--- config.mk ---
export PLATFORM = sky130hd
export DESIGN_NAME = mc_main_ctrl
export DESIGN_NICKNAME = d
export VERILOG_FILES = /design/src/rtl/mc_main_ctrl.sv
export SDC_FILE = /design/constraint.sdc
export NUM_CORES = 1
export LEC_CHECK = 0
export ABC_AREA = 1
export BUFFER_PORTS_ARGS = -buffer_cell sky130_fd_sc_hd__buf_2
export CAP_MARGIN = 10
export CORE_AREA = 2 2 39 41
export CTS_CLUSTER_DIAMETER = 50
export CTS_CLUSTER_SIZE = 14
export DETAILED_ROUTE_END_ITERATION = 7
export DIE_AREA = 0 0 41 43
export GPL_ROUTABILITY_DRIVEN = 0
export PLACE_DENSITY = 0.77
export SYNTH_ARGS = -nofsm -noshare
export SYNTH_HDL_FRONTEND = slang
export SYNTH_SLANG_ARGS = --single-unit
export TNS_END_PERCENT = 20
--- constraint.sdc ---
create_clock -name clk -period 2.58 [get_ports clk]
set_input_delay 0.516 -clock clk [delete_from_list [all_inputs] [get_ports clk]]
set_output_delay 0.516 -clock clk [all_outputs]
set_load 0.05 [all_outputs]
--- src/rtl/mc_main_ctrl.sv ---
// Main control FSM for the multi-cycle datapath: sequences fetch/decode/execute/
// memory/writeback and drives every datapath enable, mux select and the ALU op class.
module mc_main_ctrl #(
   parameter bit MEM_WAIT_EN = 1'b1
) (
   input  logic       clk,
   input  logic       rst,
   input  logic [5:0] opcode,
   input  logic       mem_ready,
   output logic       pc_write,
   output logic       pc_write_cond,
   output logic [1:0] pc_source,
   output logic       i_or_d,
   output logic       mem_read,
   output logic       mem_write,
   output logic       ir_write,
   output logic       reg_dst,
   output logic       mem_to_reg,
   output logic       reg_write,
   output logic       alu_src_a,
   output logic [1:0] alu_src_b,
   output logic [1:0] alu_ct_op,
   output logic       instr_done,
   output logic       illegal_op,
   output logic [3:0] state_dbg
);

   typedef enum logic [3:0] {
      S_FETCH  = 4'd0,
      S_DECODE = 4'd1,
      S_MEMADR = 4'd2,
      S_MEMRD  = 4'd3,
      S_MEMWB  = 4'd4,
      S_MEMWR  = 4'd5,
      S_REXEC  = 4'd6,
      S_RWB    = 4'd7,
      S_BEQ    = 4'd8,
      S_JUMP   = 4'd9,
      S_IEXEC  = 4'd10,
      S_IWB    = 4'd11
   } state_t;

   localparam logic [5:0] OP_LW    = 6'b100011;
   localparam logic [5:0] OP_SW    = 6'b101011;
   localparam logic [5:0] OP_RTYPE = 6'b000000;
   localparam logic [5:0] OP_BEQ   = 6'b000100;
   localparam logic [5:0] OP_J     = 6'b000010;
   localparam logic [5:0] OP_ADDIU = 6'b001001;
   localparam logic [5:0] OP_SLTI  = 6'b001010;

   state_t state, state_nxt;
   logic   rdy;
   logic   op_legal;

   assign rdy = MEM_WAIT_EN ? mem_ready : 1'b1;

   always_comb begin
      case (opcode)
         OP_LW, OP_SW, OP_RTYPE, OP_BEQ, OP_J, OP_ADDIU, OP_SLTI: op_legal = 1'b1;
         default: op_legal = 1'b0;
      endcase
   end

   always_comb begin
      state_nxt = S_FETCH;
      case (state)
         S_FETCH:  state_nxt = rdy ? S_DECODE : S_FETCH;
         S_DECODE: begin
            case (opcode)
               OP_LW, OP_SW:      state_nxt = S_MEMADR;
               OP_RTYPE:          state_nxt = S_REXEC;
               OP_BEQ:            state_nxt = S_BEQ;
               OP_J:              state_nxt = S_JUMP;
               OP_ADDIU, OP_SLTI: state_nxt = S_IEXEC;
               default:           state_nxt = S_FETCH;
            endcase
         end
         S_MEMADR: state_nxt = (opcode == OP_SW) ? S_MEMWR : S_MEMRD;
         S_MEMRD:  state_nxt = rdy ? S_MEMWB : S_MEMRD;
         S_MEMWR:  state_nxt = rdy ? S_FETCH : S_MEMWR;
         S_REXEC:  state_nxt = S_RWB;
         S_IEXEC:  state_nxt = S_IWB;
         default:  state_nxt = S_FETCH;
      endcase
   end

   always_ff @(posedge clk or negedge rst) begin
      if (!rst) state <= S_FETCH;
      else      state <= state_nxt;
   end

   // Decode is gated by rst so every strobe drops the instant reset asserts.
   always_comb begin
      pc_write      = 1'b0;
      pc_write_cond = 1'b0;
      pc_source     = 2'b00;
      i_or_d        = 1'b0;
      mem_read      = 1'b0;
      mem_write     = 1'b0;
      ir_write      = 1'b0;
      reg_dst       = 1'b0;
      mem_to_reg    = 1'b0;
      reg_write     = 1'b0;
      alu_src_a     = 1'b0;
      alu_src_b     = 2'b00;
      alu_ct_op     = 2'b00;
      instr_done    = 1'b0;
      illegal_op    = 1'b0;
      state_dbg     = 4'd0;
      if (rst) begin
         state_dbg = state;
         case (state)
            S_FETCH: begin
               mem_read  = 1'b1;
               alu_src_b = 2'b01;
               ir_write  = rdy;
               pc_write  = rdy;
            end
            S_DECODE: begin
               alu_src_b  = 2'b11;
               illegal_op = ~op_legal;
            end
            S_MEMADR: begin
               alu_src_a = 1'b1;
               alu_src_b = 2'b10;
            end
            S_MEMRD: begin
               mem_read = 1'b1;
               i_or_d   = 1'b1;
            end
            S_MEMWB: begin
               reg_write  = 1'b1;
               mem_to_reg = 1'b1;
               instr_done = 1'b1;
            end
            S_MEMWR: begin
               mem_write  = 1'b1;
               i_or_d     = 1'b1;
               instr_done = rdy;
            end
            S_REXEC: begin
               alu_src_a = 1'b1;
               alu_ct_op = 2'b10;
            end
            S_RWB: begin
               reg_write  = 1'b1;
               reg_dst    = 1'b1;
               instr_done = 1'b1;
            end
            S_BEQ: begin
               alu_src_a     = 1'b1;
               alu_ct_op     = 2'b01;
               pc_write_cond = 1'b1;
               pc_source     = 2'b01;
               instr_done    = 1'b1;
            end
            S_JUMP: begin
               pc_write   = 1'b1;
               pc_source  = 2'b10;
               instr_done = 1'b1;
            end
            S_IEXEC: begin
               alu_src_a = 1'b1;
               alu_src_b = 2'b10;
               alu_ct_op = (opcode == OP_SLTI) ? 2'b11 : 2'b00;
            end
            S_IWB: begin
               reg_write  = 1'b1;
               instr_done = 1'b1;
            end
            default: state_dbg = state;
         endcase
      end
   end

endmodule

# Word-level counts from Yosys, hierarchy flattened
# Cells that the tools add are included.
[word_totals]
output_inout_bits = 22
input_bits = 9
ff_bits = 4
[op_classes]
mux = 39
bitwise = 1
reduce_logical = 11
n_eq_ne = 17
[op_table]
columns = ["operator", "n"]
rows = [
  ["4-bit one-hot mux with 7 select lines", 1],
  ["1-bit two-way mux", 24],
  ["4-bit one-hot mux with 5 select lines", 1],
  ["4-bit by 3-bit equality test with 1-bit output, second input constant", 4],
  ["4-bit equality test, second input constant", 4],
  ["6-bit by 4-bit equality test with 1-bit output, second input constant", 2],
  ["6-bit equality test, second input constant", 2],
  ["2-bit one-hot mux with 3 select lines", 2],
  ["2-bit OR reduction", 5],
  ["3-bit two-way mux", 3],
  ["4-bit by 2-bit equality test with 1-bit output, second input constant", 2],
  ["2-bit two-way mux", 4],
  ["7-bit OR reduction", 1],
  ["6-bit by 2-bit equality test with 1-bit output, second input constant", 1],
  ["6-bit by 3-bit equality test with 1-bit output, second input constant", 1],
  ["6-bit logical NOT", 1],
  ["5-bit OR reduction", 1],
  ["4-bit by 1-bit equality test with 1-bit output, second input constant", 1],
  ["4-bit logical NOT", 1],
  ["4-bit two-way mux", 1],
  ["1-bit one-hot mux with 2 select lines", 2],
  ["2-bit one-hot mux with 2 select lines", 1],
  ["4-bit OR reduction", 1],
  ["3-bit OR reduction", 1],
  ["1-bit NOT", 1],
]

# Longest topological paths before layout
# Gate-level depths: netlist (run 1).
[logic_depth]
ltp_word = 6
ltp_mapped = 7

# Worst setup path before layout (run 1)
# Ideal clock, no wire load.
[synth_path]
path_type = "input to output"
from = "in rst"
to = "out pc_source[0]"
t_arrival_ns = 2.252
path_slack_ns = -0.188
required_ns = 2.064
cell_stages = 4
path_buffers = 2
cell_sequence = "clkbuf_2 > nand2_1 > nor3_1 > buf_4"
[synth_via]
elab_chain_len = 1
[synth_lines]
columns = ["element", "line", "text"]
rows = [
  ["from (decl)", "7", "input logic rst,"],
  ["2-bit two-way mux", "110", "if (rst) begin"],
  ["to (decl)", "12", "output logic [1:0] pc_source,"],
]
# No other way between the ends.

# Worst setup path after layout (run 1)
[layout_path]
from = "reg state[3]"
to = "out illegal_op"
[layout_via]
elab_chain_len = 3
[layout_lines]
columns = ["element", "line", "text"]
rows = [
  ["from (decl)", "51", "state_t state, state_nxt;"],
  ["from (signal assigned)", "89", "else state <= state_nxt;"],
  ["4-bit by 1-bit equality test with 1-bit output", "112", "case (state)"],
  ["1-bit two-way mux", "112", ""],
  ["1-bit two-way mux", "110", ""],
  ["to (decl)", "24", "output logic illegal_op,"],
]
# No other way between the ends.

==> metrics.md, run 1 <==
| Metric | Value |
|---|---|
| Synth Flop Type | dfrtp_1 |
| Post-Syn Area | 572 sq um |
| WL/cell | roughly 9.4 um |
| Final Core Density | 0.544 |
| DIE WIDTH | ~40 um |
| Ranking of synthesized cells by area | nor2_1 (21%), dfrtp_1 (18%), nand2_1 (16%) |
| Worst r2r dst | state[3] |
| CORE AREA | 1380 sq um |
| Synthesis-to-layout area growth | 31.7% |
| Postcts setup bufs | 0 |
| Total routing usage reported by global routing | 0.193 |
| CP arrival | 1.70 ns |
| First-pass DRT Iterations | 4 |
| Cell taking the most area after synthesis | nor2_1 |
| Final-report hold violation count | 0 |
| CTS H-tree depth | 1 |
| First-pass GRT wire length | ~2.3 mm |
| Syn_nets | between 100 and 150 |
| Worst-Skew Late Latency | ~0.24 ns |
| Startpoint Class | flop |
| Crit. End Element | output port |
| Largest registers | state (4) |
| CTS tree | done |
| Largest net degree at the start of global routing | 13 |
| Dpl hpwl | ~1.3 mm |
| Clock root cell | clkbuf_4 |
| Req. time, crit path | 2.06 ns |
| Cells after Synth | ~120 |
| CP max stage delay | approximately 0.43 ns |
| Clock skew after layout | slightly below 0.006 ns |
| Final nets | around 160 |
| IO Pins | 31 |
| Setup-failing EPs final | 0 |
| Achievable Freq | 0.452 GHz |
| Post-synthesis async set-or-reset flop share | 1.00 |
| CP cell instances | nor2_1 -> nand2_1 -> inv_1 -> nand4_1 -> nor2_1 -> buf_2 |
| WL final | roughly 1.5 mm |
| Top reg by flops | state |
| Multi-input gate area | roughly 370 sq um |
| Clock-pin transition on the worst setup and hold timing paths | around 0.040 ns |
| Place WS | roughly 0.49 ns |
| Share of cells above drive strength 1 | 0.248 |
| Grt met3 use | 0.0157 |
| Top-area cell type share of the netlist area | 0.210 |
| GRT overflow | 0 |
| Slew Limit Fails | 0 |
| Post-route DRC violation count | 0 |
| Initial Util | 0.413 |
| Hold WS | approximately 0.13 ns |
| EDFF count, synth | 0 |
| Vias per cell | a little under 5 |
| Pwr Density | between 800 and 900 nW/um^2 |
| Core Rows | 14 |
| Antenna Cells | 0 |
| Setup slack, reg-to-reg | approximately 1.2 ns |
| Worst VDD drop | around 0.32 mV |
| RSZ-0062 raised after global routing | false |
| Clock sink count | 4 |
| Launch point of the worst reg-to-reg path | state[3] |
| Hold Buf Count CTS | 0 |
| Lkg Pwr | about 0.52 nW |
| Register area share after synthesis | 0.175 |
| Yosys warnings | 0 |
| Final antenna-violating net count | 0 |
| DIE AREA | 1760 sq um |
| Sequential cell area | 100 sq um |
| Chip Height | around 43 um |
| Actual slew at the worst max-slew pin | roughly 0.34 ns |
| DR vias | around 780 |
| Most frequent cell after synthesis | nor2_1 |
| Initial DRC Count | 21 |
| Fillers | 155 |
| Initial antenna violation count | 0 |
| IO buf count | 30 |
| CTS Buf Count | 3 |
| Status | complete, no violations |
| Vias in the first global route | between 600 and 700 |
| Power, Total | about 620 uW |
| Final Cycle Share | 0.858 |
| Max reg flops | 4 |
| Avg Inst Size Synth | 4.97 sq um |
| Worst slew margin | 0.771 |
| Netlist cell types | 18 |
| Min-Delay Path Class | primary input to async pin |
| Critical Path Most Common Cell | nor2_1 |
| Yosys reg bits | 4 |
| Grt met2 use | 0.322 |
| Setup WS post-layout | approximately 0.37 ns |
| Post-layout min period | approximately 2.2 ns |
| Critical Path Fanout Max | 6 |
| GRT met1 Usage | 0.199 |
| CP max stage cell | dfrtp_1 |
| R2R cell count | 5 |
| GR peak layer | met2 |
| Resized Gates After CTS | 0 |
| Max Cap Violations | 0 |
| Commonest cells post-synth | nor2_1 (32), nand2_1 (24), inv_1 (23), a21oi_1 (8), nand3_1 (7) |
| CP Class | flop to output port |
| Clk buf depth | 2 |
[worst max-delay path, delay by kind of cell, from the launching register on]
kind	cells	cell delay [ns]
simple gates	4	0.66
flops	1	0.43
buf+inv	2	0.37
[through the flow]
stage	TNS [ns]	area, sq um	instances
2_1_floorplan	-0.334	577	115
3_3_place_gp	0	731	158
3_5_place_dp	0	731	158
4_1_cts	0	753	161
5_1_grt	0	753	161
6_report	0	753	161
[power by group]
| part | leakage (nW) | total [mW] | internal [mW] | switching, mW |
|---|---|---|---|---|
| registers | 0.0538 | 0.100 | 0.0807 | 0.0195 |
| logic | 0.453 | 0.437 | 0.0956 | 0.341 |
| clock network | 0.0138 | 0.0786 | 0.0521 | 0.0265 |
| total | 0.521 | 0.615 | 0.228 | 0.387 |
[cells in the final DEF (no fill, tap or decap), drive strengths merged]
master  instances
nor2           33
inv            23
nor4            2
dfrtp           4
buf            30
nor3            1
nor3b           1
a31oi           1
a21oi           8
nand2          25
nand3           7
nand4           4
clkbuf          3
o21ai           3
[how the worst max path moves through the flow]
stage                   start           end  cells past startpoint
finish               state[3]    illegal_op                      6
global route         state[3]  alu_src_b[1]                      6
CTS                  state[3]    illegal_op                      6
detailed placement  opcode[5]  alu_ct_op[1]                      7
global placement    opcode[5]  alu_ct_op[1]                      7
floorplan                 rst    mem_to_reg                      3
[logic make-up after synthesis]
| family | share of synthesized area |
|---|---|
| and+or+nand+nor | 0.538 |
| buffers and inverters | 0.179 |
| AOI/OAI and AO/OA | 0.107 |
| DFF | 0.175 |
[layer usage]
layer  vias up  share of wire
met2        30           0.50
met5         -              0
met1       336           0.41
met4         0          0.025
met3         4          0.059
li1        414              -
[final cells by class]
cell class | instances | share of cell area
Sequential cell | 4 | 0.133
Clock buffer | 3 | 0.0299
Inverter | 23 | 0.115
Multi-Input combinational cell | 85 | 0.497
Tap cell | 16 | 0.0266
Timing Repair Buffer | 30 | 0.199
Note: power is estimated with default switching activity, not from simulation.
==> run 2: changes to the inputs <==
--- a/config.mk
+++ b/config.mk
@@ -16,4 +16,5 @@
 export GPL_ROUTABILITY_DRIVEN = 0
 export PLACE_DENSITY = 0.77
+export SKIP_LAST_GASP = 1
 export SYNTH_ARGS = -nofsm -noshare
 export SYNTH_HDL_FRONTEND = slang
==> constraint.sdc (replaced) <==
create_clock -name clk -period 2.58 [get_ports clk]
set_input_delay 0.387 -clock clk [delete_from_list [all_inputs] [get_ports clk]]
set_output_delay 0.387 -clock clk [all_outputs]
set_load 0.05 [all_outputs]
==> metrics.md, run 2 (synthesis gave the netlist of run 1 again) <==
| Metric | Value |
|---|---|
| Status | complete, no violations |
| Pwr Density | 808 nW/um^2 (-1.1%) |
| Largest net degree at the start of global routing | 13 (unchanged) |
| IO Pins | 31 (unchanged) |
| Final nets | 157 (+0.64%) |
| Clk pwr share | 0.126 (-0.002) |
| Total routing usage reported by global routing | 0.189 (-0.00403) |
| Final antenna-violating net count | 0 (unchanged) |
| Core Rows | 14 (unchanged) |
| Power, Total | 612 uW (-0.48%) |
| Worst-Skew Late Latency | 0.24 ns (about the same) |
| Vias in the first global route | 633 (-1.6%) |
| DR WL met3 | 81 um (-9.0%) |
| WL/cell | 8.91 um (-5.2%) |
| Clock root cell | clkbuf_4 |
| GRT overflow | 0 (unchanged) |
| DP Cell Count | 158 (unchanged) |
| M1 wire length | 634 um (+1.8%) |
| Critical Path Fanout Max | 12 (+6) |
| Initial DRC Count | 12 (-43%) |
| Initial Util | 0.413 (unchanged) |
| Postcts setup bufs | 0 (unchanged) |
| Top reg by flops | state |
| Clock skew after layout | 0.00484 ns (-0.00112 ns) |
| Commonest cells after routing, fill and taps aside | nor2_1 (32), buf_2 (30), nand2_1 (24), inv_1 (23), a21oi_1 (8) |
| Final setup TNS | 0 ns (unchanged) |
| Crit. End Element | output port |
| Clk buf depth | 2 (unchanged) |
| DR vias | 765 (-2.4%) |
| Final-report hold violation count | 0 (unchanged) |
| Initial antenna violation count | 0 (unchanged) |
| Synthesis-to-layout area growth | 32.6% |
| WL final | 1.44 mm (-4.6%) |
| Lkg Pwr | 0.524 nW (+0.64%) |
| Dpl hpwl | 1.22 mm (-4.1%) |
| CTS Buf Count | 3 (unchanged) |
| CP bufs+invs | 4 (+2) |
| Hold WS | 0.523 ns (+0.398 ns) |
| DIE AREA | 1760 sq um (unchanged) |
| CP max stage cell | dlygate4sd3_1 |
| Clock-pin transition on the worst setup and hold timing paths | 0.03 ns (about the same) |
| Share of cells above drive strength 1 | 0.240 (-0.00855) |
| CORE AREA | 1380 sq um (unchanged) |
| Hold Buf Count CTS | 1 (+1) |
| Max reg flops | 4 (unchanged) |
| Metal2 WL | 717 um (-5.9%) |
| Place WS | 0.713 ns (+0.226 ns) |
| Logic pwr share | 0.712 (+0.003) |
| Post-layout min period | 2.32 ns (+0.108 ns) |
| Critical Path Most Common Cell | buf_2 |
| Max Cap Violations | 0 (unchanged) |
| Min-Delay Path Class | primary input to flop |
| Post-route DRC violation count | 0 (unchanged) |
| CTS H-tree depth | 1 (unchanged) |
| CP max stage delay | 0.52 ns (+0.09 ns) |
| Final Non-Filler Cells | 162 (+0.62%) |
| CP arrival | 1.93 ns (+0.23 ns) |
| Antenna Cells | 0 (unchanged) |
| Highest Signal Layer | met4 |
| Flop pwr share | 0.161 (-0.002) |
| Family with the most delay on the worst path | buffers and inverters |
| Setup-failing EPs final | 0 (unchanged) |
| CTS tree | done |
| Final Cycle Share | 0.900 (+0.0417) |
| RSZ-0062 raised after global routing | false |
| Internal | 229 uW (+0.36%) |
| CP cell instances | dlygate4sd3_1 -> buf_2 -> inv_1 -> nor4_1 -> buf_2 |
| First-pass DRT Iterations | 4 (unchanged) |
| Achievable Freq | 0.431 GHz (-4.6%) |
| IO buf count | 30 (unchanged) |
| Clock sink count | 4 (unchanged) |
| Largest registers | state (4) |
| Net Sw Frac | 0.626 (-0.00315) |
| Worst VDD drop | 0.443 mV (+40%) |
| Vias per cell | 4.72 (-3.0%) |
| Actual slew at the worst max-slew pin | 0.332 ns (-0.00983 ns) |
| Sw Pwr | 383 uW (-0.98%) |
| Commonest non-fill, non-tap cell in the layout | nor2_1 |
| Setup WS post-layout | 0.258 ns (-0.108 ns) |
| Slew Limit Fails | 0 (unchanged) |
| Worst slew margin | 0.778 (+0.00658) |
| Req. time, crit path | 2.19 ns (+0.13 ns) |
| DIE WIDTH | 41 um (unchanged) |
| Resized Gates After CTS | 0 (unchanged) |
| CP Class | primary input to output port |
| Startpoint Class | primary input |
| Chip Height | 43 um (unchanged) |
| First-pass GRT wire length | 2.35 mm (unchanged) |
==> run 2: layout make-up <==
class                   instances  area (sq um)
fillers                       156           626
multi-input cells              85           369
repair buffers                 31           160
flip-flops and latches          4           100
inverters                      23          86.3
clock buffers                   3          22.5
well taps                      16          20.0
==> run 2: worst paths after layout <==
check / slack (ns) / to / cells past startpoint / startpoint
hold / removal: 0.52 / state[2] / 4 / mem_ready
hold reg to reg: 0.80 / state[3] / 5 / state[0]
max in group asynchronous: 1.85 / state[2] / 2 / rst
setup / recovery: 0.26 / reg_dst / 5 / rst
setup reg to reg: 1.30 / state[3] / 5 / state[3]
min in group asynchronous: 0.54 / state[1] / 2 / rst
==> run 2: metal layers <==
| layer | up-vias | track usage |
|---|---|---|
| li1 | 423 | - |
| met1 | 316 | 0.212 |
| met2 | 24 | 0.334 |
| met3 | 2 | 0.0157 |
| met4 | 0 | 0.0800 |
| met5 | - | 0 |
==> run 2: stage by stage <==
step,cell area [sq um],util
global placement,726,0.524
finish,758,0.548
detailed placement,726,0.524
CTS,758,0.548
global route,758,0.548
floorplan,572,-
==> run 2: power by group through the flow <==
stage / registers, mW / logic (mW) / clock network, mW
2_1_floorplan: 0.0959 / 0.346 / 0
3_3_place_gp: 0.0995 / 0.431 / 0
3_5_place_dp: 0.100 / 0.437 / 0
4_1_cts: 0.0995 / 0.439 / 0.0817
5_1_grt: 0.104 / 0.476 / 0.0843
6_report: 0.0989 / 0.436 / 0.0774
==> run 2: worst register-to-register path: stages (launching register included) <==
cell and delay (ns):
dfrtp_1 0.42, nor2_1 0.30, nand2_1 0.16, inv_1 0.13, nor2_1 0.06, a21oi_1 0.13
==> run 3: changes to the inputs <==
ABC_AREA = 0   (was 1)
CORE_AREA = not set   (was 2 2 39 41)
CORE_MARGIN = 2   (was not set)
CORE_UTILIZATION = 51   (was not set)
DIE_AREA = not set   (was 0 0 41 43)
PLACE_DENSITY = 0.84   (was 0.77)
==> metrics.md, run 3 <==
| Metric | Value |
|---|---|
| Cell taking the most area after synthesis | dfrtp_1 |
| Share of cells above drive strength 1 | 0.304 (+0.0643) |
| Postcts setup bufs | 0 (unchanged) |
| Pwr Density | 884 nW/um^2 (+9.5%) |
| Critical Path Fanout Max | 20 (+8) |
| Largest net degree at the start of global routing | 21 (+8) |
| Synth Flop Type | dfrtp_1 |
| First-pass GRT wire length | 3.13 mm (+34%) |
| IO Pins | 31 (unchanged) |
| Achievable Freq | 0.442 GHz (+2.6%) |
| First-pass DRT Iterations | 4 (unchanged) |
| Worst r2r dst | state[1] |
| Clock skew after layout | 0.000150 ns (-0.00469 ns) |
| Worst VDD drop | 0.682 mV (+54%) |
| Top reg by flops | state |
| Clock-pin transition on the worst setup and hold timing paths | 0.03 ns (about the same) |
| CP arrival | 1.88 ns (-0.05 ns) |
| R2R cell count | 3 (-2) |
| Worst-Skew Late Latency | 0.23 ns (about the same) |
| Resized Gates After CTS | 0 (unchanged) |
| Largest registers | state (4) |
| Synth Area in XOR/XNOR | 0.0352 (+0.0352) |
| Main combinational cell family by area after synthesis | simple AND/OR/NAND/NOR gates |
| Lkg Pwr | 0.382 nW (-27%) |
| Yosys reg bits | 4 (unchanged) |
| Status | complete, no violations |
| Dpl hpwl | 1.49 mm (+22%) |
| Antenna Cells | 0 (unchanged) |
| WL final | 1.98 mm (+37%) |
| Yosys warnings | 0 (unchanged) |
| Commonest non-fill, non-tap cell in the layout | buf_2 |
| Vias in the first global route | 711 (+12%) |
| Final-report hold violation count | 0 (unchanged) |
| Post-layout min period | 2.26 ns (-0.0585 ns) |
| Initial antenna violation count | 0 (unchanged) |
| CORE AREA | 1330 sq um (-3.6%) |
| Initial Util | 0.560 (+0.147) |
| Synthesis-to-layout area growth | 16.6% |
| DIE AREA | 1790 sq um (+1.3%) |
| Post-place instance area | 848 sq um (+17%) |
| Setup slack, reg-to-reg | 1.00 ns (-0.30 ns) |
| Max Cap Violations | 0 (unchanged) |
| Syn_nets | 111 (-10%) |
| Commonest cells post-synth | nor3_1 (12), nor2_1 (9), nand2_1 (7), nor2b_1 (6), buf_2 (5) |
| Clock root cell | clkbuf_4 |
| Commonest cells after routing, fill and taps aside | buf_2 (30), nor3_1 (12), nor2_1 (9), nand2_1 (7), nor2b_1 (6) |
| GRT overflow | 0 (unchanged) |
| Slew Limit Fails | 0 (unchanged) |
| Actual slew at the worst max-slew pin | 0.572 ns (+0.240 ns) |
| Min-Delay Path Class | primary input to async pin |
| Total routing usage reported by global routing | 0.214 (+0.0260) |
| Cells after Synth | 102 (-11%) |
| CTS Buf Count | 3 (unchanged) |
| CP Class | flop to output port |
| Netlist cell types | 41 (+23) |
| Setup-failing EPs final | 0 (unchanged) |
| Post-synthesis mux area share | 0 (unchanged) |
| Core Rows | 13 (-1) |
| RSZ-0062 raised after global routing | false |
| Place WS | 0.588 ns (-0.125 ns) |
| Final Cycle Share | 0.877 (-0.0227) |
| Final nets | 136 (-13%) |
| Top-area cell type share of the netlist area | 0.134 (-0.0761) |
| IO buf count | 30 (unchanged) |
| Post-Syn Area | 747 sq um (+31%) |
| Hold Buf Count CTS | 0 (-1) |
| Initial DRC Count | 43 (+31) |
| EDFF count, synth | 0 (unchanged) |
| Fin area | 871 sq um (+15%) |
| Startpoint Class | flop |
| Clock sink count | 4 (unchanged) |
| Synth Area in Compound Gates | 0.224 (+0.117) |
| Most frequent cell after synthesis | nor3_1 |
| Setup WS post-layout | 0.317 ns (+0.0585 ns) |
| Post-route DRC violation count | 0 (unchanged) |
| CTS H-tree depth | 1 (unchanged) |
| WL/cell | 14.2 um (+59%) |
| Post-synthesis async set-or-reset flop share | 1.00 (unchanged) |
| Simple-gate share of the synthesized area | 0.487 (-0.0509) |
| Clk buf depth | 2 (unchanged) |
| DIE WIDTH | 42.3 um (+3.1%) |
| Crit. End Element | output port |
| Vias per cell | 6.37 (+35%) |
| Ranking of synthesized cells by area | dfrtp_1 (13%), nor3_1 (8.0%), nor2b_1 (5.0%) |
| Hold WS | 0.0218 ns (-0.502 ns) |
| Register area share after synthesis | 0.134 (-0.0411) |
| Chip Height | 42.3 um (-1.7%) |
| DR vias | 892 (+17%) |
| CTS tree | done |
| Max reg flops | 4 (unchanged) |
| Avg Inst Size Synth | 7.32 sq um (+47%) |
| Final antenna-violating net count | 0 (unchanged) |
| Worst slew margin | 0.618 (-0.159) |
| Synth Area in Adders | 0 (unchanged) |
| Req. time, crit path | 2.19 ns (about the same) |
| Launch point of the worst reg-to-reg path | state[2] |
==> run 3: cell families (layout without fill, tap and decap cells) <==
family          count (synthesis)  count (layout)
simple gates                   61              61
compound gates                 21              21
buf+inv                        13              36
flops                           4               4
xor+xnor                        3               3
==> run 3: how the worst max path moves through the flow <==
| stage | startpoint | to |
|---|---|---|
| final | state[2] | illegal_op |
| after global routing | state[2] | illegal_op |
| after CTS | state[2] | illegal_op |
| after detailed placement | state[2] | illegal_op |
| after global placement | state[0] | instr_done |
| after floorplan | state[3] | alu_src_a |
==> run 3: report_power, final <==
group / switching, mW / leakage [nW] / internal, mW
logic: 0.391 / 0.314 / 0.168
clock network: 0.0221 / 0.0138 / 0.0518
registers: 0.0560 / 0.0535 / 0.0810
total: 0.469 / 0.382 / 0.301
==> run 3: critical path: stages, from the launching register on <==
cell and delay, ns:
dfrtp_1 0.58, or2_1 0.41, nor3_1 0.20, o311a_1 0.20, buf_2 0.26
==> run 3: metrics by stage <==
step | power, mW | utilization | std cells | setup TNS, ns
after CTS | 0.768 | 0.653 | 140 | 0
after detailed placement | 0.691 | 0.636 | 137 | 0
after global routing | 0.817 | 0.653 | 140 | 0
after floorplan | 0.602 | - | 102 | -0.553
after global placement | 0.680 | 0.636 | 137 | 0
final | 0.770 | 0.653 | 140 | 0
==> run 3: layout make-up <==
type                            count  area, sq um
Clock buffer                        3         22.5
Inverter                            2         7.51
Fill cell                         129          463
Timing Repair Buffer               31          158
Sequential cell                     4          100
Multi-Input combinational cell     85          564
Tap cell                           15         18.8
==> run 3: metal layers <==
| layer | GRT usage | part of all wire | vias up |
|---|---|---|---|
| met4 | 0.0375 | 0.0040 | 0 |
| met3 | 0.0129 | 0.064 | 2 |
| met2 | 0.391 | 0.52 | 50 |
| li1 | - | - | 427 |
| met1 | 0.277 | 0.41 | 413 |
| met5 | 0 | 0 | - |
